## src/rtl/nabp_mapper_pkg.sv

```systemverilog
// Shared types, default widths and fixed-point helpers for the multi-channel
// projection mapper.
package nabp_mapper_pkg;

    typedef enum logic {
        READY   = 1'b0,
        MAPPING = 1'b1
    } mapper_state_e;

    localparam int DEF_NUM_CH    = 4;
    localparam int DEF_LINE_SIZE = 256;
    localparam int DEF_S_W       = 8;
    localparam int DEF_ACCU_INT  = 10;
    localparam int DEF_ACCU_FRAC = 8;

    // Exclusive upper limit of a valid line position in accumulator units.
    function automatic int unsigned fx_upper_bound(input int unsigned line_size,
                                                   input int unsigned frac);
        return line_size << frac;
    endfunction

endpackage

```

## src/rtl/nabp_multi_mapper_if.sv

```systemverilog
// Bundle between state control / shifter (master) and the mapper (slave).
// sh_kick is taken only while sh_ack is low; sh_ack high marks the pass, and
// sh_shift_en / sh_done act only while sh_ack is high.
interface nabp_multi_mapper_if #(
    parameter int NUM_CH = nabp_mapper_pkg::DEF_NUM_CH,
    parameter int S_W    = nabp_mapper_pkg::DEF_S_W,
    parameter int ACCU_W = nabp_mapper_pkg::DEF_ACCU_INT + nabp_mapper_pkg::DEF_ACCU_FRAC
);
    logic [NUM_CH*ACCU_W-1:0]      mp_accu_init;
    logic [ACCU_W-1:0]             mp_accu_base;
    logic                          sh_kick;
    logic                          sh_shift_en;
    logic                          sh_done;
    logic                          sh_ack;
    logic [NUM_CH*S_W-1:0]         fr_s_val;
    logic [NUM_CH-1:0]             fr_s_valid;
    logic [NUM_CH-1:0]             mp_overflow;
    nabp_mapper_pkg::mapper_state_e dbg_state;

    modport master (
        output mp_accu_init, mp_accu_base, sh_kick, sh_shift_en, sh_done,
        input  sh_ack, fr_s_val, fr_s_valid, mp_overflow, dbg_state
    );

    modport slave (
        input  mp_accu_init, mp_accu_base, sh_kick, sh_shift_en, sh_done,
        output sh_ack, fr_s_val, fr_s_valid, mp_overflow, dbg_state
    );

endinterface

```

## src/rtl/nabp_mapper_lane.sv

```systemverilog
// One mapper channel: fixed-point accumulator, sticky signed-wrap flag,
// range check and registered address/valid outputs.
module nabp_mapper_lane
    import nabp_mapper_pkg::*;
#(
    parameter int LINE_SIZE = DEF_LINE_SIZE,
    parameter int S_W       = DEF_S_W,
    parameter int ACCU_INT  = DEF_ACCU_INT,
    parameter int ACCU_FRAC = DEF_ACCU_FRAC,
    localparam int ACCU_W   = ACCU_INT + ACCU_FRAC
) (
    input  logic              clk,
    input  logic              reset,
    input  logic              load,
    input  logic              step,
    input  logic              active,
    input  logic [ACCU_W-1:0] init,
    input  logic [ACCU_W-1:0] base,
    output logic [S_W-1:0]    s_val,
    output logic              s_valid,
    output logic              overflow
);

    localparam int unsigned    UPPER_I = fx_upper_bound(LINE_SIZE, ACCU_FRAC);
    localparam logic [ACCU_W:0] UPPER  = UPPER_I[ACCU_W:0];

    logic [ACCU_W-1:0] accu_q, accu_d, sum;
    logic              ovf_q, ovf_d;
    logic [S_W-1:0]    s_val_q, s_val_d;
    logic              s_valid_q, s_valid_d;
    logic              wrap, in_range;

    assign sum  = accu_q + base;
    assign wrap = (accu_q[ACCU_W-1] == base[ACCU_W-1]) && (sum[ACCU_W-1] != accu_q[ACCU_W-1]);
    // Range uses the value before this cycle's step, so outputs lag accu by one edge.
    assign in_range = !accu_q[ACCU_W-1] && ({1'b0, accu_q} < UPPER) && !ovf_q;

    always_comb begin
        accu_d    = accu_q;
        ovf_d     = ovf_q;
        s_val_d   = '0;
        s_valid_d = 1'b0;
        if (load) begin
            accu_d = init;
            ovf_d  = 1'b0;
        end else if (step) begin
            accu_d = sum;
            if (wrap) ovf_d = 1'b1;
        end
        if (active && in_range) begin
            s_val_d   = accu_q[ACCU_FRAC +: S_W];
            s_valid_d = 1'b1;
        end
    end

    always_ff @(posedge clk or posedge reset) begin
        if (reset) begin
            accu_q    <= '0;
            ovf_q     <= 1'b0;
            s_val_q   <= '0;
            s_valid_q <= 1'b0;
        end else begin
            accu_q    <= accu_d;
            ovf_q     <= ovf_d;
            s_val_q   <= s_val_d;
            s_valid_q <= s_valid_d;
        end
    end

    assign s_val    = s_val_q;
    assign s_valid  = s_valid_q;
    assign overflow = ovf_q;

endmodule

```

## src/rtl/nabp_multi_mapper.sv

```systemverilog
// Multi-channel projection mapper: READY/MAPPING control shared by NUM_CH
// independent lanes that step together on a common base.
module nabp_multi_mapper
    import nabp_mapper_pkg::*;
#(
    parameter int NUM_CH    = DEF_NUM_CH,
    parameter int LINE_SIZE = DEF_LINE_SIZE,
    parameter int S_W       = DEF_S_W,
    parameter int ACCU_INT  = DEF_ACCU_INT,
    parameter int ACCU_FRAC = DEF_ACCU_FRAC
) (
    input  logic               clk,
    input  logic               reset,
    nabp_multi_mapper_if.slave bus
);

    localparam int ACCU_W = ACCU_INT + ACCU_FRAC;

    mapper_state_e     state_q, state_d;
    logic              load, step, active;
    logic [S_W-1:0]    lane_s_val [NUM_CH];
    logic [NUM_CH-1:0] lane_valid;
    logic [NUM_CH-1:0] lane_ovf;

    always_comb begin
        state_d = state_q;
        case (state_q)
            READY:   if (bus.sh_kick) state_d = MAPPING;
            MAPPING: if (bus.sh_done) state_d = READY;
            default: state_d = READY;
        endcase
    end

    always_ff @(posedge clk or posedge reset) begin
        if (reset) state_q <= READY;
        else       state_q <= state_d;
    end

    assign active = (state_q == MAPPING);
    assign load   = (state_q == READY) && bus.sh_kick;
    assign step   = active && bus.sh_shift_en;

    for (genvar k = 0; k < NUM_CH; k++) begin : g_lane
        nabp_mapper_lane #(
            .LINE_SIZE (LINE_SIZE),
            .S_W       (S_W),
            .ACCU_INT  (ACCU_INT),
            .ACCU_FRAC (ACCU_FRAC)
        ) u_lane (
            .clk      (clk),
            .reset    (reset),
            .load     (load),
            .step     (step),
            .active   (active),
            .init     (bus.mp_accu_init[k*ACCU_W +: ACCU_W]),
            .base     (bus.mp_accu_base),
            .s_val    (lane_s_val[k]),
            .s_valid  (lane_valid[k]),
            .overflow (lane_ovf[k])
        );
    end

    always_comb begin
        bus.fr_s_val = '0;
        for (int k = 0; k < NUM_CH; k++) begin
            bus.fr_s_val[k*S_W +: S_W] = lane_s_val[k];
        end
    end

    assign bus.fr_s_valid  = lane_valid;
    assign bus.mp_overflow = lane_ovf;
    assign bus.sh_ack      = active;
    assign bus.dbg_state   = state_q;

endmodule
```

## src/flat_wrapper.sv

```systemverilog
// flat-port wrapper written by rule: the top's interface ports become plain ports
module nabp_multi_mapper_flat import nabp_mapper_pkg::*;
#(
    parameter int NUM_CH    = DEF_NUM_CH,
    parameter int LINE_SIZE = DEF_LINE_SIZE,
    parameter int S_W       = DEF_S_W,
    parameter int ACCU_INT  = DEF_ACCU_INT,
    parameter int ACCU_FRAC = DEF_ACCU_FRAC
)
  (clk, reset, bus_mp_accu_init, bus_mp_accu_base, bus_sh_kick, bus_sh_shift_en, bus_sh_done, bus_sh_ack, bus_fr_s_val, bus_fr_s_valid, bus_mp_overflow, bus_dbg_state);
  nabp_multi_mapper_if #(.NUM_CH(NUM_CH), .S_W(S_W)) bus_i ();
  input  logic clk;
  input  logic reset;
  input wire logic [$bits(bus_i.mp_accu_init)-1:0] bus_mp_accu_init;
  input wire logic [$bits(bus_i.mp_accu_base)-1:0] bus_mp_accu_base;
  input wire logic [$bits(bus_i.sh_kick)-1:0] bus_sh_kick;
  input wire logic [$bits(bus_i.sh_shift_en)-1:0] bus_sh_shift_en;
  input wire logic [$bits(bus_i.sh_done)-1:0] bus_sh_done;
  output wire logic [$bits(bus_i.sh_ack)-1:0] bus_sh_ack;
  output wire logic [$bits(bus_i.fr_s_val)-1:0] bus_fr_s_val;
  output wire logic [$bits(bus_i.fr_s_valid)-1:0] bus_fr_s_valid;
  output wire logic [$bits(bus_i.mp_overflow)-1:0] bus_mp_overflow;
  output wire logic [$bits(bus_i.dbg_state)-1:0] bus_dbg_state;
  assign bus_i.mp_accu_init = bus_mp_accu_init;
  assign bus_i.mp_accu_base = bus_mp_accu_base;
  assign bus_i.sh_kick = bus_sh_kick;
  assign bus_i.sh_shift_en = bus_sh_shift_en;
  assign bus_i.sh_done = bus_sh_done;
  assign bus_sh_ack = bus_i.sh_ack;
  assign bus_fr_s_val = bus_i.fr_s_val;
  assign bus_fr_s_valid = bus_i.fr_s_valid;
  assign bus_mp_overflow = bus_i.mp_overflow;
  assign bus_dbg_state = bus_i.dbg_state;
  nabp_multi_mapper #(.NUM_CH(NUM_CH), .LINE_SIZE(LINE_SIZE), .S_W(S_W), .ACCU_INT(ACCU_INT), .ACCU_FRAC(ACCU_FRAC)) u_core (.clk(clk), .reset(reset), .bus(bus_i));
endmodule
```

## config.mk

```make
export PLATFORM = sky130hd
export DESIGN_NAME = nabp_multi_mapper_flat
export DESIGN_NICKNAME = d
export VERILOG_FILES = /design/src/rtl/nabp_mapper_pkg.sv /design/src/rtl/nabp_multi_mapper_if.sv /design/src/rtl/nabp_mapper_lane.sv /design/src/rtl/nabp_multi_mapper.sv /design/src/flat_wrapper.sv
export SDC_FILE = /design/constraint.sdc
export NUM_CORES = 1
export LEC_CHECK = 0
export CORE_ASPECT_RATIO = 1.75
export CORE_UTILIZATION = 55
export DETAILED_ROUTE_END_ITERATION = 10
export PLACE_DENSITY = 0.82
export SYNTH_ARGS = -nofsm -noshare
export SYNTH_HDL_FRONTEND = slang
export SYNTH_HIERARCHICAL = 1
export SYNTH_SLANG_ARGS = --single-unit
export TNS_END_PERCENT = 30
```

## constraint.sdc

```tcl
create_clock -name clk -period 2.7 [get_ports clk]
set_clock_uncertainty 0.05 [all_clocks]
set_input_delay 0.27 -clock clk [delete_from_list [all_inputs] [get_ports clk]]
set_output_delay 0.27 -clock clk [all_outputs]
set_load 0.03 [all_outputs]
```

==> Yosys cells after proc, flatten, opt, wreduce, memory -nomap -nowiden <==
Index checks and enable logic that the tools add are counted.
{ "word_totals": {"register_bits": 113, "input_bits": 95, "output_inout_bits": 42, "word_cells": 100} }
{ "op_classes": {"addsub": 4, "n_lt_le_gt_ge": 4, "eq_ne": 8, "n_mux": 31, "bitwise_logic": 1, "n_reduce_logical": 35} }
{ "ops": {"columns": ["operator", "count"], "rows": [
  ["$mux W18", 8],
  ["$add A18 B18 Y18", 4],
  ["$lt A18 B17 Y1 const B", 4],
  ["$mux W8", 4],
  ["$logic_and A1 B1 Y1", 18],
  ["$mux W1", 18],
  ["$reduce_bool A2 Y1", 5],
  ["$logic_not A1 Y1", 8],
  ["$reduce_and A2 Y1", 4],
  ["$eq A1 B1 Y1", 4],
  ["$ne A1 B1 Y1", 4],
  ["$pmux W1 S2", 1],
  ["$not A1 Y1", 1]
]} }

==> Depth between registers and ports, before layout <==
Gate-level depths: netlist of run 1.
{ "depth": {"ltp_word": 6, "mapped_depth": 9, "depth_no_buf": 9} }

==> By module <==
The synthesis of run 1 kept the hierarchy.
{ "modules_own_cells": {"columns": ["mod", "n_inst", "cells_per_inst", "area_per_inst_um2", "seq_area_each_um2"], "rows": [
  ["nabp_mapper_lane (u_core.g_lane[0].u_lane ...)", 2, 218, 2006.9, 700.7],
  ["nabp_mapper_lane (u_core.g_lane[3].u_lane)", 1, 244, 2229.6, 700.7],
  ["nabp_mapper_lane (u_core.g_lane[2].u_lane)", 1, 245, 2190.9, 700.7],
  ["nabp_multi_mapper", 1, 7, 58.8, 25.0]
]} }

==> Worst setup path before layout of run 1 <==
OpenSTA, ideal clock, no wires.
{ "synth_timing": {"kind": "reg-to-reg", "startpoint": "reg u_core.g_lane[0].u_lane.accu_q[0]", "endpoint": "reg u_core.g_lane[0].u_lane.accu_q[8]", "arrival_time_ns": 2.167, "t_required_ns": 2.525, "slack_ns": 0.359, "path_stages_with_launch": 10, "path_buffers": 0, "synth_period_minus_slack_ns": 2.341, "cell_sequence": "dfrtp_1 > ha_1 > fa_1 > a211oi_2 > o21ai_2 > a21oi_2 > o21bai_1 > xor2_1 > mux2_2 > mux2_2"} }
{ "synth_between": {"elab_chain_cells": 3} }
{ "synth_rtl": {"columns": ["element", "line", "rtl"], "rows": [
  ["start: declaration", "nabp_mapper_lane.sv:27", "logic [ACCU_W-1:0] accu_q, accu_d, sum;"],
  ["start signal: assignment", "nabp_mapper_lane.sv:63", "accu_q <= accu_d;"],
  ["$add A18 B18 Y18", "nabp_mapper_lane.sv:33", "assign sum = accu_q + base;"],
  ["$mux W18", "nabp_mapper_lane.sv:46", "end else if (step) begin"],
  ["$mux W18", "nabp_mapper_lane.sv:43", "if (load) begin"]
]} }
Every way passes these cells. The select of a mux whose other input is x is not followed.
A chain may end at the register's enable or synchronous reset.

==> Worst setup path in the final report of run 1 <==
Ends and elaborated chain as after synthesis.

==> results of run 1 <==
## stage by stage
step	worst slack [ns]	std cells	area, sq um	util	power, W
2_1_floorplan	0.359	932	8490	-	0.00762
3_5_place_dp	-0.379	1331	10800	0.723	0.0102
3_3_place_gp	-0.309	1331	10800	0.723	0.00991
4_1_cts	0.0838	1363	11400	0.761	0.0126
5_1_grt	0.00472	1364	11400	0.763	0.0136
6_report	0.0873	1364	11400	0.763	0.0128
## area by class of cell
type | count | area [sq um] | share of cell area
clock buffers | 22 | 464 | 0.0406
clock inverters | 10 | 110 | 0.00963
inverters | 21 | 78.8 | 0.00689
multi-input cells | 755 | 5400 | 0.472
flip-flops and latches | 113 | 2830 | 0.247
well taps | 183 | 229 | 0.0200
repair buffers | 260 | 2330 | 0.204
## how the worst max path moves through the flow
stage	from	to	slack [ns]	cells after the start
floorplan	u_core/g_lane[0].u_lane/accu_q[0]	u_core/g_lane[0].u_lane/accu_q[8]	0.36	9
global placement	bus_mp_accu_base[0]	u_core/g_lane[1].u_lane/accu_q[12]	-0.31	10
detailed placement	bus_mp_accu_base[0]	u_core/g_lane[0].u_lane/accu_q[12]	-0.38	10
CTS	u_core/g_lane[0].u_lane/accu_q[0]	u_core/g_lane[0].u_lane/accu_q[12]	0.08	9
global route	u_core/g_lane[1].u_lane/accu_q[0]	u_core/g_lane[1].u_lane/accu_q[14]	0.005	9
finish	u_core/g_lane[0].u_lane/accu_q[0]	u_core/g_lane[0].u_lane/accu_q[8]	0.09	9
## flip-flops by register name, summed over array words and instances (netlist names)
signal,flops
u_core/g_lane.u_lane/s_valid,4
u_core/g_lane.u_lane/overflow,4
u_core/bus.dbg_state,1
u_core/g_lane.u_lane/accu_q,72
u_core/g_lane.u_lane/s_val,32
## power breakdown
| group | internal [W] | total (W) | switching (W) |
|---|---|---|---|
| logic | 0.00359 | 0.00767 | 0.00408 |
| registers | 0.00238 | 0.00290 | 0.000522 |
| clock network | 0.00140 | 0.00222 | 0.000823 |
## critical path, stage by stage, from the launching register on
cell      delay (ns)
dfrtp_1         0.39
ha_1            0.22
fa_2            0.37
a211oi_2        0.30
o21ai_2         0.12
a21oi_2         0.25
o21bai_1        0.12
xor2_1          0.15
mux2_2          0.26
mux2_2          0.25
## kinds of logic (layout without fill, tap and decap cells)
kind of cell / Yosys count / after routing / synth area share
simple gates: 331 / 331 / 0.216
buf+inv: 64 / 313 / 0.0354
compound gates: 268 / 268 / 0.211
fa+ha+maj: 72 / 72 / 0.110
xor+xnor: 36 / 36 / 0.0371
mux: 48 / 48 / 0.0577
flops: 113 / 113 / 0.333
## synth_stat cells, drive strengths merged (3+ instances only)
master,number
a2111oi,8
o21a,4
fa,4
and2,37
mux2i,40
nor2b,14
a21o,21
nor4,6
nand3,16
nand3b,8
inv,21
dfrtp,113
buf,14
a211oi,26
a31oi,8
nor2,50
nor3,18
xnor2,24
a221oi,4
nor4b,8
or3,4
o211ai,8
and3,18
a21oi,65
ha,68
nor3b,24
a211o,6
xor2,12
o21bai,10
nand2,84
nand4b,3
clkbuf,28
nand4,15
o21ai,86
mux2,8
nand2b,16
## per-layer routing
layer  track usage  up-vias  routed length [microns]
li1              -     3902                        -
met1         0.386     4113                     9290
met2         0.614      453                    13700
met3        0.0650      165                     2030
met4         0.237        0                     2040
met5             0        -                        0
## repair_timing
action,CTS,global route
setup endpoints to repair,1,5
hold endpoints to repair,0,0
resized for setup,1,5
hold buffers,0,0
gates cloned,0,0
pin swaps,0,4
setup buffers,0,1
==> reports/results.tsv, run 1 <==
metric	value	unit
status	completed	
initial_core_util	0.567	
drc	0	
arrival	2.86	ns
power_density	1120	mW/mm^2
critPathMaxFanout	3	
core	0.0150	sq mm
tightest_slew	0.588	ns
r2r-start	u_core/g_lane[0].u_lane/accu_q[0]	
setup_viol	0	
synth_edf_count	0	
fp.dieH	166	microns
synth.distinct_cells	70	
wire_per_inst	19.8	microns
rr_endpoint	u_core/g_lane[0].u_lane/accu_q[8]	
maxCapViolations	0	
vias	8633	
drive_above_1_share	0.170	
synth.avg_cell_area	9.11	sq um
cts.clk_slew.worst_paths	0.05	ns
final_cell_mix	clkdlybuf4s50_1 (135), buf_4 (121), dfrtp_1 (113), nand2_1 (84), o21ai_0 (70)	
via_per_inst	6.33	
fmax	383	MHz
place_hpwl	18800	microns
yosysSeqAreaShare	0.333	
rrSetupSlack	0.09	ns
crit_path_end_kind	flip-flop	
nNetsFinal	1335	
grt_pass1_vias	8904	
clk_latency	0.42	ns
drt-initial-drc-count	599	
crit_required	2.94	ns
root_buffer	clkbuf_16	
hold_viol	0	
diodes	0	
area_growth	34.6	%
fin_crit	2.61	ns
cts_tree	done	
yosysTopAreaCell	dfrtp_1	
grt_setup_unrepaired	false	
grt_max_degree	56	
antenna_found_initial	1	
grt_util_all_layers	0.357	
synth-seq-cells	113	
hold_path.class	primary input to async pin	
async_reset_ff_frac	1.00	
gp_congestion	0.948	
start_kind	flip-flop	
p_leak	5.15	nW
io_buffers	136	
clk_path_buf_depth	2	
final_common_cell	clkdlybuf4s50_1	
fillers	1027	
synth_fp_nets	1099	
drv_slew	0	
fp.dieArea	0.0160	sq mm
die_x	95.9	microns
synth_area	0.00849	sq mm
synth_warnings	6	
wirelength	27000	microns
syn-instance-count	932	
cts_sinks	113	
rows	59	
io_pins	137	
yosysTopAreaCellShare	0.333	
fin_tns_setup	0	ns
maxSlewHeadroom	0.607	
synthFlopType	dfrtp_1	
cts_made_buffers	17	
fin_crit_sh	0.968	
drt_pass1_iterations	7	
detail-route-antenna-nets	0	
hold_slack	0.114	ns
crit_type	flip-flop to flip-flop	
cts_max_level	4	
rr_worst_depth	9	
grt_pass1_wl	43700	microns
overflow	0	
synthTopCellsByArea	dfrtp_1 (33%), ha_1 (10%), mux2i_1 (4.7%), o21ai_0 (4.1%), nand2_1 (3.7%)	
ir_drop	0.571	mV
Note: power is estimated with default switching activity, not from simulation.
==> inputs of run 2 (changes only) <==
HOLD_SLACK_MARGIN = 0.05   (was unset)
SETUP_SLACK_MARGIN = 0.3   (was unset)
SLEW_MARGIN = 20   (was unset)
==> run 2 against run 1 <==
  * Core utilization up 0.83 points
  * Register-to-register slack better by 0.07 ns
  * Flip-flop and latch count unchanged
  * Design area up 1.1%
  * Routed wire length up 4.2%
  * Global-route usage up 0.98 points
  * Critical endpoint unchanged
  * Largest cell class unchanged
  * Largest power group unchanged
==> reports/results.tsv, run 2 (synthesis results as in run 1) <==
metric	value	unit	change
area_growth	36.1	%	
fp.dieH	166	microns	unchanged
crit_type	flip-flop to flip-flop		
io_pins	137		unchanged
core	0.0150	sq mm	unchanged
cts_made_buffers	17		unchanged
fillers	982		-4.4%
total_power	0.0131	W	+2.4%
root_buffer	clkbuf_16		
p_clk_frac	0.172		-0.002
power_density	1130	mW/mm^2	+1.3%
slowest_delay	0.41	ns	+0.02 ns
start_kind	flip-flop		
wirelength	28200	microns	+4.2%
critPathBufInv	0		unchanged
hold_path.class	primary input to async pin		
place_hpwl	18800	microns	unchanged
rrSetupSlack	0.16	ns	+0.07 ns
grt_util_all_layers	0.366		+0.00983
clk_path_buf_depth	2		unchanged
cts_tree	done		
rows	59		unchanged
fmax	393	MHz	+2.7%
grt_pass1_vias	9066		+1.8%
critPathSlowestCell	dfrtp_1		
drive_above_1_share	0.183		+0.0129
power_frac_comb	0.607		+0.007
internal-power	0.00748	W	+1.5%
drt-initial-drc-count	660		+10%
nNetsFinal	1339		+0.30%
overflow	0		unchanged
vias	8794		+1.9%
grt_pass1_wl	44800	microns	+2.5%
diodes	0		unchanged
maxSlewHeadroom	0.600		-0.00726
final_common_cell	clkdlybuf4s50_1		
fin_crit_sh	0.942		-0.0253
cts_sinks	113		unchanged
fp.dieArea	0.0160	sq mm	unchanged
die_x	95.9	microns	unchanged
p_leak	5.21	nW	+1.0%
power.share.switching	0.429		+0.00515
largest_reg_flops	72		unchanged
drt_pass1_iterations	9		+2
ir_drop	0.576	mV	+0.96%
dpl_cell_area	0.0108	sq mm	unchanged
critPathMaxFanout	2		-1
crit_required	2.95	ns	about the same
pwr-share-seq	0.222		-0.005
io_buffers	136		unchanged
gp_congestion	0.948		unchanged
regMostFlops	u_core/g_lane.u_lane/accu_q		
initial_core_util	0.567		unchanged
crit_chain	ha_4 -> fa_2 -> a211oi_4 -> o21ai_2 -> a21oi_4 -> o21bai_1 -> xor2_1 -> mux2_4 -> mux2_2		
antenna_found_initial	1		unchanged
crit_path_end_kind	flip-flop		
hold_viol	0		unchanged
maxCapViolations	0		unchanged
setup_viol	0		unchanged
fin_crit	2.54	ns	-0.0682 ns
drc	0		unchanged
cts.clk_slew.worst_paths	0.05	ns	about the same
tightest_slew	0.599	ns	+0.0109 ns
clk_latency	0.42	ns	about the same
crit_family	compound AO/OA/AOI/OAI gates		
final_cell_mix	clkdlybuf4s50_1 (134), buf_4 (125), dfrtp_1 (113), nand2_1 (84), o21ai_0 (68)		
detail-route-antenna-nets	0		unchanged
wire_per_inst	20.6	microns	+3.9%
cts_max_level	4		unchanged
status	completed		
grt_setup_unrepaired	true		
via_per_inst	6.43		+1.6%
power_switching	0.00562	W	+3.6%
grt_max_degree	56		unchanged
fin_area	0.0116	sq mm	+1.1%
final_core_util	0.771		+0.00827
drv_slew	0		unchanged
arrival	2.79	ns	-0.07 ns
[run 2: repair_timing]
action,4_1_cts,5_1_grt
hold buffers,0,0
setup buffers,4,1
endpoints found under the hold margin,0,0
resized for setup,12,15
pin swaps,15,12
setup endpoints to repair,18,32
[run 2: path summary, 6_finish.rpt]
check	from	to	cells after the start
max in group asynchronous	reset	u_core/g_lane[1].u_lane/s_val[5]	3
min in group clk	bus_mp_accu_init[28]	u_core/g_lane[1].u_lane/accu_q[10]	3
worst max register to register	u_core/g_lane[0].u_lane/accu_q[0]	u_core/g_lane[0].u_lane/accu_q[8]	9
worst min-delay path	reset	u_core/bus.dbg_state	2
worst min register to register	u_core/g_lane[0].u_lane/accu_q[13]	u_core/g_lane[0].u_lane/s_val[5]	1
worst max-delay path	u_core/g_lane[0].u_lane/accu_q[0]	u_core/g_lane[0].u_lane/accu_q[8]	9
[run 2: per-stage QoR]
| stage | worst slack (ns) | hold WS (ns) | cells | setup TNS, ns |
|---|---|---|---|---|
| floorplan | 0.359 | -0.0513 | 932 | 0 |
| global placement | -0.309 | 0.438 | 1331 | -3.47 |
| detailed placement | -0.379 | 0.449 | 1331 | -4.13 |
| CTS | 0.143 | 0.0992 | 1367 | 0 |
| global route | 0.0947 | 0.136 | 1368 | 0 |
| finish | 0.156 | 0.128 | 1368 | 0 |
[run 2: cell type report]
| cell class | instances | area [sq um] | area share |
|---|---|---|---|
| Sequential cell | 113 | 2830 | 0.245 |
| Timing Repair Buffer | 264 | 2360 | 0.204 |
| Multi-Input combinational cell | 755 | 5490 | 0.475 |
| Inverter | 21 | 78.8 | 0.00682 |
| Clock inverter | 10 | 110 | 0.00953 |
| Tap cell | 183 | 229 | 0.0198 |
| Clock buffer | 22 | 464 | 0.0402 |
[run 2: power groups by stage]
| stage | logic [W] | registers [W] | clock network, W |
|---|---|---|---|
| 6_report | 0.00794 | 0.00290 | 0.00225 |
| 5_1_grt | 0.00855 | 0.00298 | 0.00234 |
| 4_1_cts | 0.00757 | 0.00288 | 0.00225 |
| 3_5_place_dp | 0.00726 | 0.00290 | 0 |
| 3_3_place_gp | 0.00704 | 0.00287 | 0 |
| 2_1_floorplan | 0.00456 | 0.00306 | 0 |
[run 2: per-layer routing]
layer  track usage  wire length, microns  up-vias
met5             0                     0        -
met4         0.247                  2270        0
met3        0.0705                  2090      180
met2         0.634                 14300      510
met1         0.389                  9530     4184
li1              -                     -     3920
==> variant (settings of run 1) <==
`DEF_ACCU_INT`: 10 -> 20.
--- a/src/rtl/nabp_mapper_pkg.sv
+++ b/src/rtl/nabp_mapper_pkg.sv
@@ -10,7 +10,7 @@
     localparam int DEF_NUM_CH    = 4;
     localparam int DEF_LINE_SIZE = 256;
     localparam int DEF_S_W       = 8;
-    localparam int DEF_ACCU_INT  = 10;
+    localparam int DEF_ACCU_INT  = 20;
     localparam int DEF_ACCU_FRAC = 8;
 
     // Exclusive upper limit of a valid line position in accumulator units.
Interface: changed (resized bus_mp_accu_base and bus_mp_accu_init); port bits go from 137 to 187. No check against the original RTL was run, so the function may have changed too.
==> variant against run 1 <==
The run now ends with negative setup slack left. Routed wire length increased by 62%. Die area increased by 45%. Setup slack got worse by 130 ps. Total power increased by 46%. Core utilization increased by 4.0 points. Count of clock-buffer cells in the layout decreased by 1. Clock power increased by 13%. Synthesized area increased by 46%. Design area increased by 55%. Sequential cell count increased by 40. Fmax decreased by 4.6%.
==> variant: results (changes against run 1) <==
Timing
The transition at the pin with the smallest max-transition slack is 771 ps (+183 ps). The worst-case setup margin in the final layout is -39.5 ps (-127 ps). The count of final setup violators is 15 (+15).

Routing
The starting DRC count in detailed routing is 977 (+63%). The first-pass iteration count of the detailed router came to 6 (-1). The average detailed-routed wire length per instance came to 20.3 um (+2.6%). The average via count per standard cell is 6.03 (-4.8%).

Synthesis
The post-synthesis average cell area is 8.90 um^2 (-2.4%). The proportion of register bits with asynchronous set or reset after synthesis is 100% (unchanged). The count of synthesis-stage warnings from yosys is 6 (unchanged).

Ranked by total cell area, the synthesized netlist is headed by dfrtp_1 (31%), ha_1 (11%), a21oi_1 (4.9%). The post-synthesis register bit count is 153 (+35%). The number of distinct library cells after synthesis is 76 (+8.6%). The number of nets in the synthesized netlist came to 1649 (+50%). The part of the Yosys area used for sequential elements is 30.9% (-2.4 points). The commonest cells after synthesis are dfrtp_1 (153), nand2_1 (146), a21oi_1 (122), o21ai_0 (109), ha_1 (108).

For this run, the leading register cell type out of synthesis is dfrtp_1.

Global routing
The via count of the first global-routing pass was 13400 (+51%). The largest net degree at the start of global routing was 50 (-11%). The number of antenna violations at the first check in global routing is 0 (-1). The first-pass GRT wire length is 66700 um (+53%). The global router's overall resource usage is 37.8% (+2.2 points).

Clock network
The maximum number of buffers from clock root to sink is 2 (unchanged). The cell at the root of the clock tree is clkbuf_16. The clock latency on the worst-skew pair is 460 ps (+40 ps). The number of CTS-inserted buffers is 17 (unchanged). The number of levels the H-tree was split into was 4 (unchanged). The clock transition at the registers of the reported paths is 60 ps.

Layout
The number of clock buffers in the layout came to 21 (-4.5%). The final-stage net count is 2103 (+58%). The multi-input gate count was 1148 (+52%). The area fraction of clock buffers and clock inverters is 3.39% (-1.6 points). The largest register by flop count is u_core/g_lane.u_lane/accu_q. The final antenna diode count is 0 (unchanged).

The share of final-layout standard cells stronger than drive strength 1 is 24.2% (+7.2 points). The non-clock buffer count in the final layout is 488 (+88%). The number of inverters outside the clock class in the layout is 38 (+81%). The count of placed standard cells in the final layout, fillers left out is 2152 (+58%). The area taken by flip-flops and latches was 3830 um^2 (+35%).

The flip-flop count of the largest register after layout came to 112 (+56%). The proportion of final cell area spent on non-clock buffers was 23.8% (+3.5 points). The number of filler instances in the final layout came to 1442 (+40%).

The area used by multi-input combinational logic is 8550 um^2 (+59%).

Hold path
The worst hold-check path type is in -> async.

Critical path
On the critical path, the stage with the largest delay is an instance of dfrtp_1. The highest fanout seen on the critical path is 4 (+1). The maximum single-stage delay on the critical path is 390 ps (about the same). The data arrival time of the worst path is 3070 ps (+210 ps).

Placement
The HPWL reported at the end of detailed placement was 32000 um (+70%). The number of buffers added on ports is 186 (+37%). The routability-driven placement congestion ratio is 0.965 (+1.8%). The area after detailed placement is 16600 um^2 (+53%).

Status
The run finished, with violations left. The final reports fail on negative setup slack.

Power
The power share of the combinational group is 65.6% (+5.6 points). The switching power share of the total was 42.5% (+0.093 points). The peak ir drop on the vdd network is 703 uV (+23%). The standby leakage power is 8.29 nW (+61%).
variant: cell count changes in the layout (fill, tap and decap cells not counted), moves of 13 or more:
cell,run 1,this run
ha_1,68,98
a21oi_1,60,114
nand2_1,84,145
o21ai_0,70,101
dfrtp_1,113,153
nor3b_1,22,0
clkdlybuf4s50_1,135,180
o21ai_1,13,30
inv_1,21,34
o21a_1,4,20
buf_4,121,291
a21o_1,18,49
and3_1,18,43
xor2_1,12,39
variant: worst max-delay path, delay by kind of cell (launching register included):
family          cells  cell delay [ps]
flops               1              390
xor+xnor            1              170
buf+inv             1               30
compound gates      7             1310
simple gates        1              220
fa+ha+maj           2              480
variant: cells by family (layout without fill, tap and decap cells):
group | count (synthesis) | in the layout | share of synthesized area (%)
AND/OR/NAND/NOR | 438 | 438 | 18.2
AO/OA/AOI/OAI | 478 | 478 | 27.3
flip-flops | 153 | 153 | 30.9
adder cells (fa/ha/maj) | 112 | 112 | 11.6
multiplexers | 47 | 47 | 3.80
buffers and inverters | 91 | 555 | 3.00
XOR/XNOR | 73 | 73 | 5.16
variant: stage by stage:
stage	TNS, ps	setup slack [ps]	power [mW]	utilization [%]
after floorplan	0	120	10.8	-
after global placement	-24580	-483	14.8	75.3
after detailed placement	-30480	-550	15.1	75.3
after CTS	-60.1	-36.3	17.9	78.1
after global routing	-2820	-168	19.9	80.3
final	-264	-39.5	18.7	80.3
variant: per-layer routing:
layer,global-route usage [%],up-vias,part of all wire [%]
li1,-,6030,-
met1,41.6,6201,36
met2,63.3,565,50
met3,5.89,177,6.2
met4,30.5,0,7.8
met5,0,-,0
variant: what timing repair did:
item                                    CTS  global route
gates resized for setup                   9            71
buffers inserted                          0            15
endpoints found under the setup margin   26            59
pin swaps                                 8            53
variant: worst paths after layout:
check | from | endpoint | slack, ps | cells past startpoint
setup / recovery | u_core/g_lane[2].u_lane/accu_q[0] | u_core/g_lane[2].u_lane/accu_q[26] | -40 | 12
hold reg to reg | u_core/g_lane[2].u_lane/accu_q[13] | u_core/g_lane[2].u_lane/s_val[5] | 470 | 1
hold / removal | reset | u_core/bus.dbg_state | 110 | 2
max in group asynchronous | reset | u_core/g_lane[3].u_lane/accu_q[14] | 1790 | 3
setup reg to reg | u_core/g_lane[2].u_lane/accu_q[0] | u_core/g_lane[2].u_lane/accu_q[26] | -40 | 12
min in group clk | bus_mp_accu_init[10] | u_core/g_lane[0].u_lane/accu_q[10] | 310 | 3
variant: power groups by stage:
stage | combinational [mW] | sequential [mW] | clock [mW]
after floorplan | 7.18 | 3.65 | 0
after global placement | 10.9 | 3.85 | 0
after detailed placement | 11.3 | 3.88 | 0
after CTS | 11.5 | 3.86 | 2.54
after global routing | 13.3 | 3.98 | 2.61
final | 12.3 | 3.92 | 2.51
